<file path="config.mk">
export PLATFORM = sky130hd
export DESIGN_NAME = mem_port_arbiter_flat
export DESIGN_NICKNAME = d
export VERILOG_FILES = /design/src/rtl/mem_port_arbiter_if.sv /design/src/rtl/mem_port_arbiter.sv /design/src/flat_wrapper.sv
export SDC_FILE = /design/constraint.sdc
export NUM_CORES = 1
export LEC_CHECK = 0
export CORE_MARGIN = 4
export CORE_UTILIZATION = 25
export DETAILED_ROUTE_END_ITERATION = 10
export PLACE_DENSITY_LB_ADDON = 0.12
export SLEW_MARGIN = 20
export SYNTH_ARGS = -nofsm -noshare
export SYNTH_HDL_FRONTEND = slang
export SYNTH_SLANG_ARGS = --single-unit
</file>
<file path="constraint.sdc">
create_clock -name clk_i -period 1.57 [get_ports clk_i]
set_input_delay 0.2355 -clock clk_i [delete_from_list [all_inputs] [get_ports clk_i]]
set_output_delay 0.2355 -clock clk_i [all_outputs]
set_load 0.01 [all_outputs]
</file>
<file path="src/rtl/mem_port_arbiter_if.sv">
// -----------------------------------------------------------------------------
// mem_port_arbiter_if
// Bundles the three handshake buses around the memory port arbiter:
//   - fetch requester  : if_req/if_addr   -> if_ack/if_rdata
//   - data requester   : dm_req/dm_we/dm_addr/dm_wdata -> dm_ack/dm_rdata
//   - shared memory    : mem_req/mem_we/mem_addr/mem_wdata -> mem_ack/mem_rdata
// Modports:
//   slave  - the arbiter's view (takes requests, drives acks and memory side)
//   master - the environment's view (requesters plus memory model)
// -----------------------------------------------------------------------------
interface mem_port_arbiter_if #(
  parameter int AW = 32,
  parameter int DW = 32
);
  logic          if_req;
  logic [AW-1:0] if_addr;
  logic          if_ack;
  logic [DW-1:0] if_rdata;

  logic          dm_req;
  logic          dm_we;
  logic [AW-1:0] dm_addr;
  logic [DW-1:0] dm_wdata;
  logic          dm_ack;
  logic [DW-1:0] dm_rdata;

  logic          mem_req;
  logic          mem_we;
  logic [AW-1:0] mem_addr;
  logic [DW-1:0] mem_wdata;
  logic          mem_ack;
  logic [DW-1:0] mem_rdata;

  modport slave (
    input  if_req, if_addr,
    output if_ack, if_rdata,
    input  dm_req, dm_we, dm_addr, dm_wdata,
    output dm_ack, dm_rdata,
    output mem_req, mem_we, mem_addr, mem_wdata,
    input  mem_ack, mem_rdata
  );

  modport master (
    output if_req, if_addr,
    input  if_ack, if_rdata,
    output dm_req, dm_we, dm_addr, dm_wdata,
    input  dm_ack, dm_rdata,
    input  mem_req, mem_we, mem_addr, mem_wdata,
    output mem_ack, mem_rdata
  );
endinterface

</file>
<file path="src/rtl/mem_port_arbiter.sv">
// -----------------------------------------------------------------------------
// mem_port_arbiter
// Shares one single-port, variable-latency memory between the instruction
// fetch requester and the data requester. One access outstanding at a time;
// data wins by default, but after MAX_DM_STREAK consecutive data grants with
// fetch waiting, fetch is forced. A watchdog ends any wait lasting TIMEOUT
// cycles, returning zero data and setting a sticky error flag.
// Ports:
//   clk_i          rising-edge clock
//   rst_i          synchronous, active-high reset
//   bus            mem_port_arbiter_if.slave (requester and memory buses)
//   timeout_err_o  sticky watchdog flag, cleared only by reset
// All outputs are registered.
// -----------------------------------------------------------------------------
module mem_port_arbiter #(
  parameter int AW            = 32,
  parameter int DW            = 32,
  parameter int MAX_DM_STREAK = 4,
  parameter int TIMEOUT       = 64
) (
  input  logic              clk_i,
  input  logic              rst_i,
  mem_port_arbiter_if.slave bus,
  output logic              timeout_err_o
);

  localparam int SW = (MAX_DM_STREAK > 0) ? $clog2(MAX_DM_STREAK + 1) : 1;
  localparam int WW = (TIMEOUT > 1) ? $clog2(TIMEOUT) : 1;
  localparam logic [SW-1:0] STREAK_MAX = SW'(MAX_DM_STREAK);
  localparam logic [SW-1:0] STREAK_ONE = SW'(1);
  localparam logic [WW-1:0] WDOG_LAST  = WW'(TIMEOUT - 1);
  localparam logic [WW-1:0] WDOG_ONE   = WW'(1);

  typedef enum logic [2:0] {
    IDLE   = 3'd0,
    WAIT_I = 3'd1,
    WAIT_D = 3'd2,
    RESP_I = 3'd3,
    RESP_D = 3'd4
  } state_e;

  state_e        state_q, state_d;
  logic [SW-1:0] streak_q, streak_d;
  logic [WW-1:0] wdog_q, wdog_d;
  logic          if_ack_q, if_ack_d;
  logic          dm_ack_q, dm_ack_d;
  logic [DW-1:0] if_rdata_q, if_rdata_d;
  logic [DW-1:0] dm_rdata_q, dm_rdata_d;
  logic          mem_req_q, mem_req_d;
  logic          mem_we_q, mem_we_d;
  logic [AW-1:0] mem_addr_q, mem_addr_d;
  logic [DW-1:0] mem_wdata_q, mem_wdata_d;
  logic          timeout_err_q, timeout_err_d;

  logic          grant_d_s;
  logic          ack_ok_s;
  logic          timeout_s;
  logic [DW-1:0] resp_data_s;

  // Data wins unless fetch is also waiting and the data streak hit its cap.
  assign grant_d_s   = bus.dm_req && (!bus.if_req || (streak_q < STREAK_MAX));
  // An ack in the same cycle as mem_req cannot belong to this access.
  assign ack_ok_s    = bus.mem_ack && !mem_req_q;
  assign timeout_s   = !ack_ok_s && (wdog_q == WDOG_LAST);
  // Writes and aborted accesses return zero.
  assign resp_data_s = (ack_ok_s && !mem_we_q) ? bus.mem_rdata : {DW{1'b0}};

  // Next-state logic: arbitration in IDLE, ack/watchdog handling in WAIT_x.
  always_comb begin
    state_d       = state_q;
    streak_d      = streak_q;
    wdog_d        = wdog_q;
    if_ack_d      = 1'b0;
    dm_ack_d      = 1'b0;
    mem_req_d     = 1'b0;
    if_rdata_d    = if_rdata_q;
    dm_rdata_d    = dm_rdata_q;
    mem_we_d      = mem_we_q;
    mem_addr_d    = mem_addr_q;
    mem_wdata_d   = mem_wdata_q;
    timeout_err_d = timeout_err_q;

    case (state_q)
      IDLE: begin
        if (grant_d_s) begin
          state_d     = WAIT_D;
          mem_req_d   = 1'b1;
          mem_we_d    = bus.dm_we;
          mem_addr_d  = bus.dm_addr;
          mem_wdata_d = bus.dm_wdata;
          wdog_d      = {WW{1'b0}};
          // The streak only counts while fetch is being held off.
          streak_d    = bus.if_req ? (streak_q + STREAK_ONE) : {SW{1'b0}};
        end else if (bus.if_req) begin
          state_d     = WAIT_I;
          mem_req_d   = 1'b1;
          mem_we_d    = 1'b0;
          mem_addr_d  = bus.if_addr;
          mem_wdata_d = {DW{1'b0}};
          wdog_d      = {WW{1'b0}};
          streak_d    = {SW{1'b0}};
        end else begin
          state_d     = IDLE;
        end
      end

      WAIT_I, WAIT_D: begin
        if (ack_ok_s || timeout_s) begin
          if (state_q == WAIT_I) begin
            state_d    = RESP_I;
            if_ack_d   = 1'b1;
            if_rdata_d = resp_data_s;
          end else begin
            state_d    = RESP_D;
            dm_ack_d   = 1'b1;
            dm_rdata_d = resp_data_s;
          end
          timeout_err_d = timeout_err_q | timeout_s;
        end else begin
          wdog_d = wdog_q + WDOG_ONE;
        end
      end

      // Requester drops req on seeing ack, so requests are not sampled here.
      RESP_I, RESP_D: begin
        state_d = IDLE;
      end

      default: begin
        state_d = IDLE;
      end
    endcase
  end

  // State and output registers with synchronous reset.
  always_ff @(posedge clk_i) begin
    if (rst_i) begin
      state_q       <= IDLE;
      streak_q      <= {SW{1'b0}};
      wdog_q        <= {WW{1'b0}};
      if_ack_q      <= 1'b0;
      dm_ack_q      <= 1'b0;
      if_rdata_q    <= {DW{1'b0}};
      dm_rdata_q    <= {DW{1'b0}};
      mem_req_q     <= 1'b0;
      mem_we_q      <= 1'b0;
      mem_addr_q    <= {AW{1'b0}};
      mem_wdata_q   <= {DW{1'b0}};
      timeout_err_q <= 1'b0;
    end else begin
      state_q       <= state_d;
      streak_q      <= streak_d;
      wdog_q        <= wdog_d;
      if_ack_q      <= if_ack_d;
      dm_ack_q      <= dm_ack_d;
      if_rdata_q    <= if_rdata_d;
      dm_rdata_q    <= dm_rdata_d;
      mem_req_q     <= mem_req_d;
      mem_we_q      <= mem_we_d;
      mem_addr_q    <= mem_addr_d;
      mem_wdata_q   <= mem_wdata_d;
      timeout_err_q <= timeout_err_d;
    end
  end

  assign bus.if_ack     = if_ack_q;
  assign bus.if_rdata   = if_rdata_q;
  assign bus.dm_ack     = dm_ack_q;
  assign bus.dm_rdata   = dm_rdata_q;
  assign bus.mem_req    = mem_req_q;
  assign bus.mem_we     = mem_we_q;
  assign bus.mem_addr   = mem_addr_q;
  assign bus.mem_wdata  = mem_wdata_q;
  assign timeout_err_o  = timeout_err_q;

endmodule

</file>
<file path="src/flat_wrapper.sv">
// flat-port wrapper written by rule: the top's interface ports become plain ports
module mem_port_arbiter_flat 
#(
  parameter int AW            = 32,
  parameter int DW            = 32,
  parameter int MAX_DM_STREAK = 4,
  parameter int TIMEOUT       = 64
)
  (clk_i, rst_i, timeout_err_o, bus_if_req, bus_if_addr, bus_if_ack, bus_if_rdata, bus_dm_req, bus_dm_we, bus_dm_addr, bus_dm_wdata, bus_dm_ack, bus_dm_rdata, bus_mem_req, bus_mem_we, bus_mem_addr, bus_mem_wdata, bus_mem_ack, bus_mem_rdata);
  mem_port_arbiter_if #(.AW(AW), .DW(DW)) bus_i ();
  input  logic clk_i;
  input  logic rst_i;
  output logic timeout_err_o;
  input wire logic [$bits(bus_i.if_req)-1:0] bus_if_req;
  input wire logic [$bits(bus_i.if_addr)-1:0] bus_if_addr;
  output wire logic [$bits(bus_i.if_ack)-1:0] bus_if_ack;
  output wire logic [$bits(bus_i.if_rdata)-1:0] bus_if_rdata;
  input wire logic [$bits(bus_i.dm_req)-1:0] bus_dm_req;
  input wire logic [$bits(bus_i.dm_we)-1:0] bus_dm_we;
  input wire logic [$bits(bus_i.dm_addr)-1:0] bus_dm_addr;
  input wire logic [$bits(bus_i.dm_wdata)-1:0] bus_dm_wdata;
  output wire logic [$bits(bus_i.dm_ack)-1:0] bus_dm_ack;
  output wire logic [$bits(bus_i.dm_rdata)-1:0] bus_dm_rdata;
  output wire logic [$bits(bus_i.mem_req)-1:0] bus_mem_req;
  output wire logic [$bits(bus_i.mem_we)-1:0] bus_mem_we;
  output wire logic [$bits(bus_i.mem_addr)-1:0] bus_mem_addr;
  output wire logic [$bits(bus_i.mem_wdata)-1:0] bus_mem_wdata;
  input wire logic [$bits(bus_i.mem_ack)-1:0] bus_mem_ack;
  input wire logic [$bits(bus_i.mem_rdata)-1:0] bus_mem_rdata;
  assign bus_i.if_req = bus_if_req;
  assign bus_i.if_addr = bus_if_addr;
  assign bus_if_ack = bus_i.if_ack;
  assign bus_if_rdata = bus_i.if_rdata;
  assign bus_i.dm_req = bus_dm_req;
  assign bus_i.dm_we = bus_dm_we;
  assign bus_i.dm_addr = bus_dm_addr;
  assign bus_i.dm_wdata = bus_dm_wdata;
  assign bus_dm_ack = bus_i.dm_ack;
  assign bus_dm_rdata = bus_i.dm_rdata;
  assign bus_mem_req = bus_i.mem_req;
  assign bus_mem_we = bus_i.mem_we;
  assign bus_mem_addr = bus_i.mem_addr;
  assign bus_mem_wdata = bus_i.mem_wdata;
  assign bus_i.mem_ack = bus_mem_ack;
  assign bus_i.mem_rdata = bus_mem_rdata;
  mem_port_arbiter #(.AW(AW), .DW(DW), .MAX_DM_STREAK(MAX_DM_STREAK), .TIMEOUT(TIMEOUT)) u_core (.clk_i(clk_i), .rst_i(rst_i), .bus(bus_i), .timeout_err_o(timeout_err_o));
endmodule
</file>
**Word-level counts from Yosys, hierarchy flattened**

Cells that the tools add are included.

- Flip-flop bits (word level): 145
- Output and inout bits: 133

- Reductions and logical operators: 21
- Add/sub/neg operators: 2
- Bitwise operators: 5
- Equality and inequality tests: 6
- $lt $le $gt $ge: 1
- Mux-type cells: 23

Operators by type and width:

| operator | count |
|---|---|
| $mux 32 | 5 |
| $mux 3 | 6 |
| $mux 6 | 3 |
| $pmux 6 s2 | 1 |
| $reduce_and 3->1 | 3 |
| $mux 1 | 7 |
| $add 6x1->6 const B | 1 |
| $eq 6x6->1 const B | 1 |
| $pmux 3 s2 | 1 |
| $logic_and 1x1->1 | 4 |
| $logic_not 1->1 | 4 |
| $not 1->1 | 4 |
| $reduce_and 2->1 | 2 |
| $reduce_bool 2->1 | 2 |
| $reduce_or 2->1 | 2 |
| $add 3x1->3 const B | 1 |
| $eq 3x1->1 const B | 1 |
| $eq 3x2->1 const B | 1 |
| $logic_not 3->1 | 1 |
| $lt 3x3->1 const B | 1 |
| $ne 3x2->1 const B | 1 |
| $reduce_or 3->1 | 1 |
| $logic_or 1x1->1 | 2 |
| $ne 2x1->1 const B | 1 |
| 2 further kinds | 2 |

**Logic depth before layout (Yosys ltp)**

Gate-level depths: netlist (run 1).

- Depth after elaboration: 7
- Mapped depth: 7

**Worst setup path after synthesis (run 1)**

Ideal clock, no wire load.

- Kind: reg2reg
- From: reg u_core.wdog_q[0]
- To: reg u_core.dm_rdata_q[0], in the netlist u_core.bus.dm_rdata[0]
- Stages on the path, launching flop included: 7
- Arrival time: 1.441 ns
- Buffers on the path: 1
- Setup slack: 0.013 ns
- Library setup time: 0.117 ns
- Data required time: 1.453 ns
- Cells stage by stage: dfxtp_1 -> ha_1 -> nand3_1 -> o21ai_2 -> a21oi_1 -> buf_2 -> a22o_1

- Word-level cells in the longest chain between the ends: 4

RTL lines:

| item | RTL line | source |
|---|---|---|
| start, declared | mem_port_arbiter.sv:44 | `logic [WW-1:0] wdog_q, wdog_d;` |
| start signal, assigned | mem_port_arbiter.sv:140 | `wdog_q <= {WW{1'b0}};` |
| start signal, assigned | mem_port_arbiter.sv:153 | `wdog_q <= wdog_d;` |
| $eq 6x6->1 | mem_port_arbiter.sv:64 | `assign timeout_s = !ack_ok_s && (wdog_q == WDOG_LAST);` |
| $logic_and 1x1->1 | mem_port_arbiter.sv:64 |  |
| $logic_or 1x1->1 | mem_port_arbiter.sv:108 | `if (ack_ok_s \|\| timeout_s) begin` |
| $reduce_and 3->1 (no line) | n/a |  |
| end signal, assigned | mem_port_arbiter.sv:144 | `dm_rdata_q <= {DW{1'b0}};` |
| end signal, assigned | mem_port_arbiter.sv:157 | `dm_rdata_q <= dm_rdata_d;` |
| end, declared | mem_port_arbiter.sv:48 | `logic [DW-1:0] dm_rdata_q, dm_rdata_d;` |

Every way passes these cells.
A chain may end at the register's enable or synchronous reset.

**Worst setup path after layout (run 1)**

- From: reg u_core.state_q[2]
- To: reg u_core.wdog_q[1]

- Word-level cells in the longest chain between the ends: 4
- Elaborated cells on any way between the ends: 9
- Classes of those cells: eq/ne (4); mux (1); reduce/logical (4)

RTL lines:

| item | RTL line | source |
|---|---|---|
| start, declared | mem_port_arbiter.sv:42 | `state_e state_q, state_d;` |
| start signal, assigned | mem_port_arbiter.sv:151 | `state_q <= state_d;` |
| $eq 3x2->1 or $eq 3x1->1 (tied branches) | mem_port_arbiter.sv:83 | `case (state_q)` |
| $reduce_or 2->1 | mem_port_arbiter.sv:83 |  |
| $ne 2x2->1 (no line) or $reduce_bool 2->1 (tied branches) | n/a |  |
| $reduce_and 3->1 (no line) | n/a |  |

Several ways; a longest one is shown, not always the timed one.

==> flow_metrics.py, run 1 <==
metrics = {
    "outcome": {
        "outcome": "finished, final reports clean",
    },
    "timing": {
        "finalSetupTns_ns": 0,
        "fin_ws_ns": 0.0329,
        "drv_slew": 0,
        "final-hold-violation-count": 0,
        "worst_pin_slew_ns": 0.548,
        "finClkSkew_ns": 0.0187,
        "fin_hold_ws_ns": 0.153,
        "slew_headroom": 0.634,
        "max_freq_ghz": 0.651,
        "min_period_ns": 1.54,
        "timing.final.crit_share": 0.979,
        "setup_viol": 0,
    },
    "logic_synthesis": {
        "synth-compound-area-share": 0.180,
        "yosysWarnings": 0,
        "synth-seq-cells": 145,
        "synth_simple_gate_area_share": 0.174,
        "synth_fp_nets": 723,
        "synthMuxAreaShare": 0.0602,
        "yosysSeqAreaShare": 0.529,
        "yosysTopAreaCellShare": 0.529,
        "synthDistinctLibCells": 42,
        "synth_xor_area_frac": 0.00319,
        "synth_area_sq_mm": 0.00549,
        "synth_top_family_by_area": "compound AO/OA/AOI/OAI gates",
        "syn_area_per_cell_sq_um": 9.35,
        "synth.cells.most_frequent": "dfxtp_1 (145), nand2_1 (135), nor2_1 (72)",
        "synth_top_flop_cell": "dfxtp_1",
        "yosys.area.top_type": "dfxtp_1",
        "synth.most_common_cell": "dfxtp_1",
        "synth_fa_ha_area_frac": 0.00456,
        "synthCells": 587,
        "synthTopCellsByArea": "dfxtp_1 (53%), nand2_1 (9.2%), mux2i_1 (6.0%), a311oi_1 (5.3%), a22o_1 (5.1%)",
        "async_flop_share": 0,
        "synth_edf_count": 0,
    },
    "worst_setup_path": {
        "crit_buf_inv": 1,
        "cpPeakStageDelay_ns": 0.42,
        "r2r_slack_ns": 0.03,
        "cp-end-kind": "flop",
        "r2r-end": "u_core.wdog_q[1]",
        "path_cells": "buf_4 > or3_1 > o211a_4 > a32o_1",
        "r2r_start": "u_core.state_q[2]",
        "worst_ep_required_time_ns": 1.88,
        "crit_slowest_cell": "or3_1",
        "cp_data_arrival_time_ns": 1.85,
        "crit_type": "reg -> reg",
        "critical-path-top-delay-family": "compound AO/OA/AOI/OAI gates",
        "startpoint_type": "flop",
        "path_max_fanout": 6,
        "r2r_cells": 4,
    },
    "clocking": {
        "cts_root_buf": "clkbuf_16",
        "clock_latency_ns": 0.43,
        "clk_pin_slew_worst_paths_ns": 0.06,
        "cts_tree": "built",
        "h-tree-depth": 4,
        "cts_sinks": 145,
        "cts_buffers": 17,
        "holdBufCountCts": 0,
        "cts_max_path_buffers": 2,
    },
    "finish": {
        "layout-drive-gt1-share": 0.102,
        "nets": 999,
        "syn_to_final_growth_pct": 72.5,
        "final-instance-count-excl-fill": 1151,
        "antenna_cells": 0,
    },
    "die": {
        "ioPinCount": 267,
        "initial_core_util": 0.258,
        "die_w_microns": 156,
        "die_h_microns": 156,
        "core_area_sq_mm": 0.0213,
        "die_area_sq_mm": 0.0244,
        "row_count": 53,
    },
    "power_and_ir_drop": {
        "p_leak_uw": 0.00518,
        "totalPowerFinal_uw": 9900,
        "vdd_drop_max_mv": 0.657,
        "power_density_mw_per_mm2": 1050,
    },
    "route": {
        "avgViaCountPerCell": 4.58,
        "finalWirelength_microns": 18600,
        "wl_per_cell_microns": 16.1,
        "drc": 0,
        "vias": 5273,
        "antenna_left": 0,
        "drt-initial-drc-count": 284,
        "dr.pass1.iters": 4,
    },
    "global_route": {
        "grt_pass1_wl_microns": 28800,
        "grt_max_degree": 49,
        "antenna_found_initial": 0,
        "grt.total_usage": 0.146,
        "grt-ovfl-total": 0,
        "grt_pass1_vias": 5483,
    },
    "hold_path": {
        "hold_class": "in -> reg",
        "hold_path_depth": 2,
        "min-delay-start": "rst_i",
        "min_to": "u_core.bus.if_ack",
    },
    "placed_design": {
        "placed_cells": 1116,
        "finalWeightedCongestion": 0.753,
        "dp_hpwl_microns": 13300,
        "portBuffers": 266,
        "place_ws_ns": -0.268,
    },
    "flow_run": {
        "maxCapViolCount": 0,
    },
}
==> cells by family (layout without fill, tap and decap cells) <==
family	count (synthesis)	after routing
AO/OA/AOI/OAI	122	122
XOR/XNOR	2	2
adder cells (fa/ha/maj)	2	2
buffers and inverters	50	339
flip-flops	145	145
multiplexers	33	33
AND/OR/NAND/NOR	233	233
==> report_power, final <==
part,internal (uW),total (uW),switching [uW],leakage (uW)
sequential,3920,4040,127,0.00118
combinational,996,1830,839,0.00372
clock,2280,4030,1750,0.000278
total,7190,9900,2710,0.00518
==> registers in the layout (all words and copies together) (netlist names) <==
| register | cells |
|---|---|
| u_core.bus.dm_ack | 1 |
| u_core.bus.dm_rdata | 32 |
| u_core.bus.if_ack | 1 |
| u_core.bus.if_rdata | 32 |
| u_core.bus.mem_addr | 32 |
| u_core.bus.mem_req | 1 |
| u_core.bus.mem_wdata | 32 |
| u_core.bus.mem_we | 1 |
| u_core.state_q | 3 |
| u_core.streak_q | 3 |
| u_core.timeout_err_o | 1 |
| u_core.wdog_q | 6 |
==> worst max-delay path by stage <==
stage / start / endpoint / slack [ns] / cells past startpoint
4_1_cts: u_core.bus.if_rdata[11] / bus_if_rdata[11] / 0.0001 / 1
6_report: u_core.state_q[2] / u_core.wdog_q[1] / 0.03 / 4
3_3_place_gp: bus_mem_ack / u_core.wdog_q[1] / -0.19 / 5
2_1_floorplan: u_core.wdog_q[0] / u_core.bus.dm_rdata[0] / 0.01 / 6
3_5_place_dp: bus_if_req / u_core.bus.mem_addr[16] / -0.27 / 6
5_1_grt: u_core.state_q[2] / u_core.wdog_q[1] / -0.01 / 4
==> metal layers <==
metal / vias up / GRT usage / share of wire
met2: 174 / 0.256 / 0.51
li1: 2617 / - / -
met5: - / 0 / 0
met3: 17 / 0.0494 / 0.071
met1: 2465 / 0.168 / 0.40
met4: 0 / 0.0426 / 0.014
==> cells in the final DEF (no fill, tap or decap), types with 2 or more instances in the layout <==
master | Yosys | layout
nand3_4 | 1 | 2
nand2b_1 | 3 | 3
a22o_1 | 32 | 32
mux2i_1 | 33 | 33
clkinvlp_4 | 0 | 3
dfxtp_1 | 145 | 141
dfxtp_2 | 0 | 4
clkinv_4 | 0 | 3
dlymetal6s2s_1 | 0 | 75
and3_1 | 3 | 3
or3_1 | 4 | 4
clkdlybuf4s50_1 | 0 | 144
nor3_1 | 3 | 3
and2_1 | 3 | 3
nand3_1 | 3 | 2
a22oi_1 | 33 | 33
nor2_1 | 72 | 72
inv_6 | 0 | 5
a311oi_1 | 33 | 33
a21o_1 | 4 | 4
nor3_4 | 0 | 2
nand2_1 | 135 | 135
buf_4 | 11 | 29
buf_12 | 0 | 9
clkbuf_16 | 0 | 19
inv_8 | 0 | 2
dlygate4sd2_1 | 0 | 46
a21oi_1 | 8 | 7
==> layout make-up <==
class	count	area [sq um]
clock inverters	14	145
multi-input cells	392	2390
fillers	2075	11800
well taps	275	344
flip-flops and latches	145	2910
repair buffers	306	3240
clock buffers	18	439
inverters	1	3.75
==> timing repair <==
item	4_1_cts	5_1_grt
resized for setup	48	86
gates cloned	0	2
buffers inserted	0	1
endpoints found under the setup margin	79	167
pin swaps	1	3
==> stage by stage <==
step	instance area [sq um]	util
2_1_floorplan	5490	-
3_3_place_gp	8630	0.405
3_5_place_dp	8630	0.405
4_1_cts	9160	0.430
5_1_grt	9460	0.445
6_report	9460	0.445
Note: power is estimated with default switching activity, not from simulation.
==> inputs of run 2 (changes only) <==
--- a/config.mk
+++ b/config.mk
@@ -9,7 +9,7 @@
 export CORE_UTILIZATION = 25
 export DETAILED_ROUTE_END_ITERATION = 10
 export PLACE_DENSITY_LB_ADDON = 0.12
-export SLEW_MARGIN = 20
+export SLEW_MARGIN = 30
 export SYNTH_ARGS = -nofsm -noshare
 export SYNTH_HDL_FRONTEND = slang
 export SYNTH_SLANG_ARGS = --single-unit
==> results of run 2 <==
The final DEF is identical to that of run 1; final timing and power are the same.
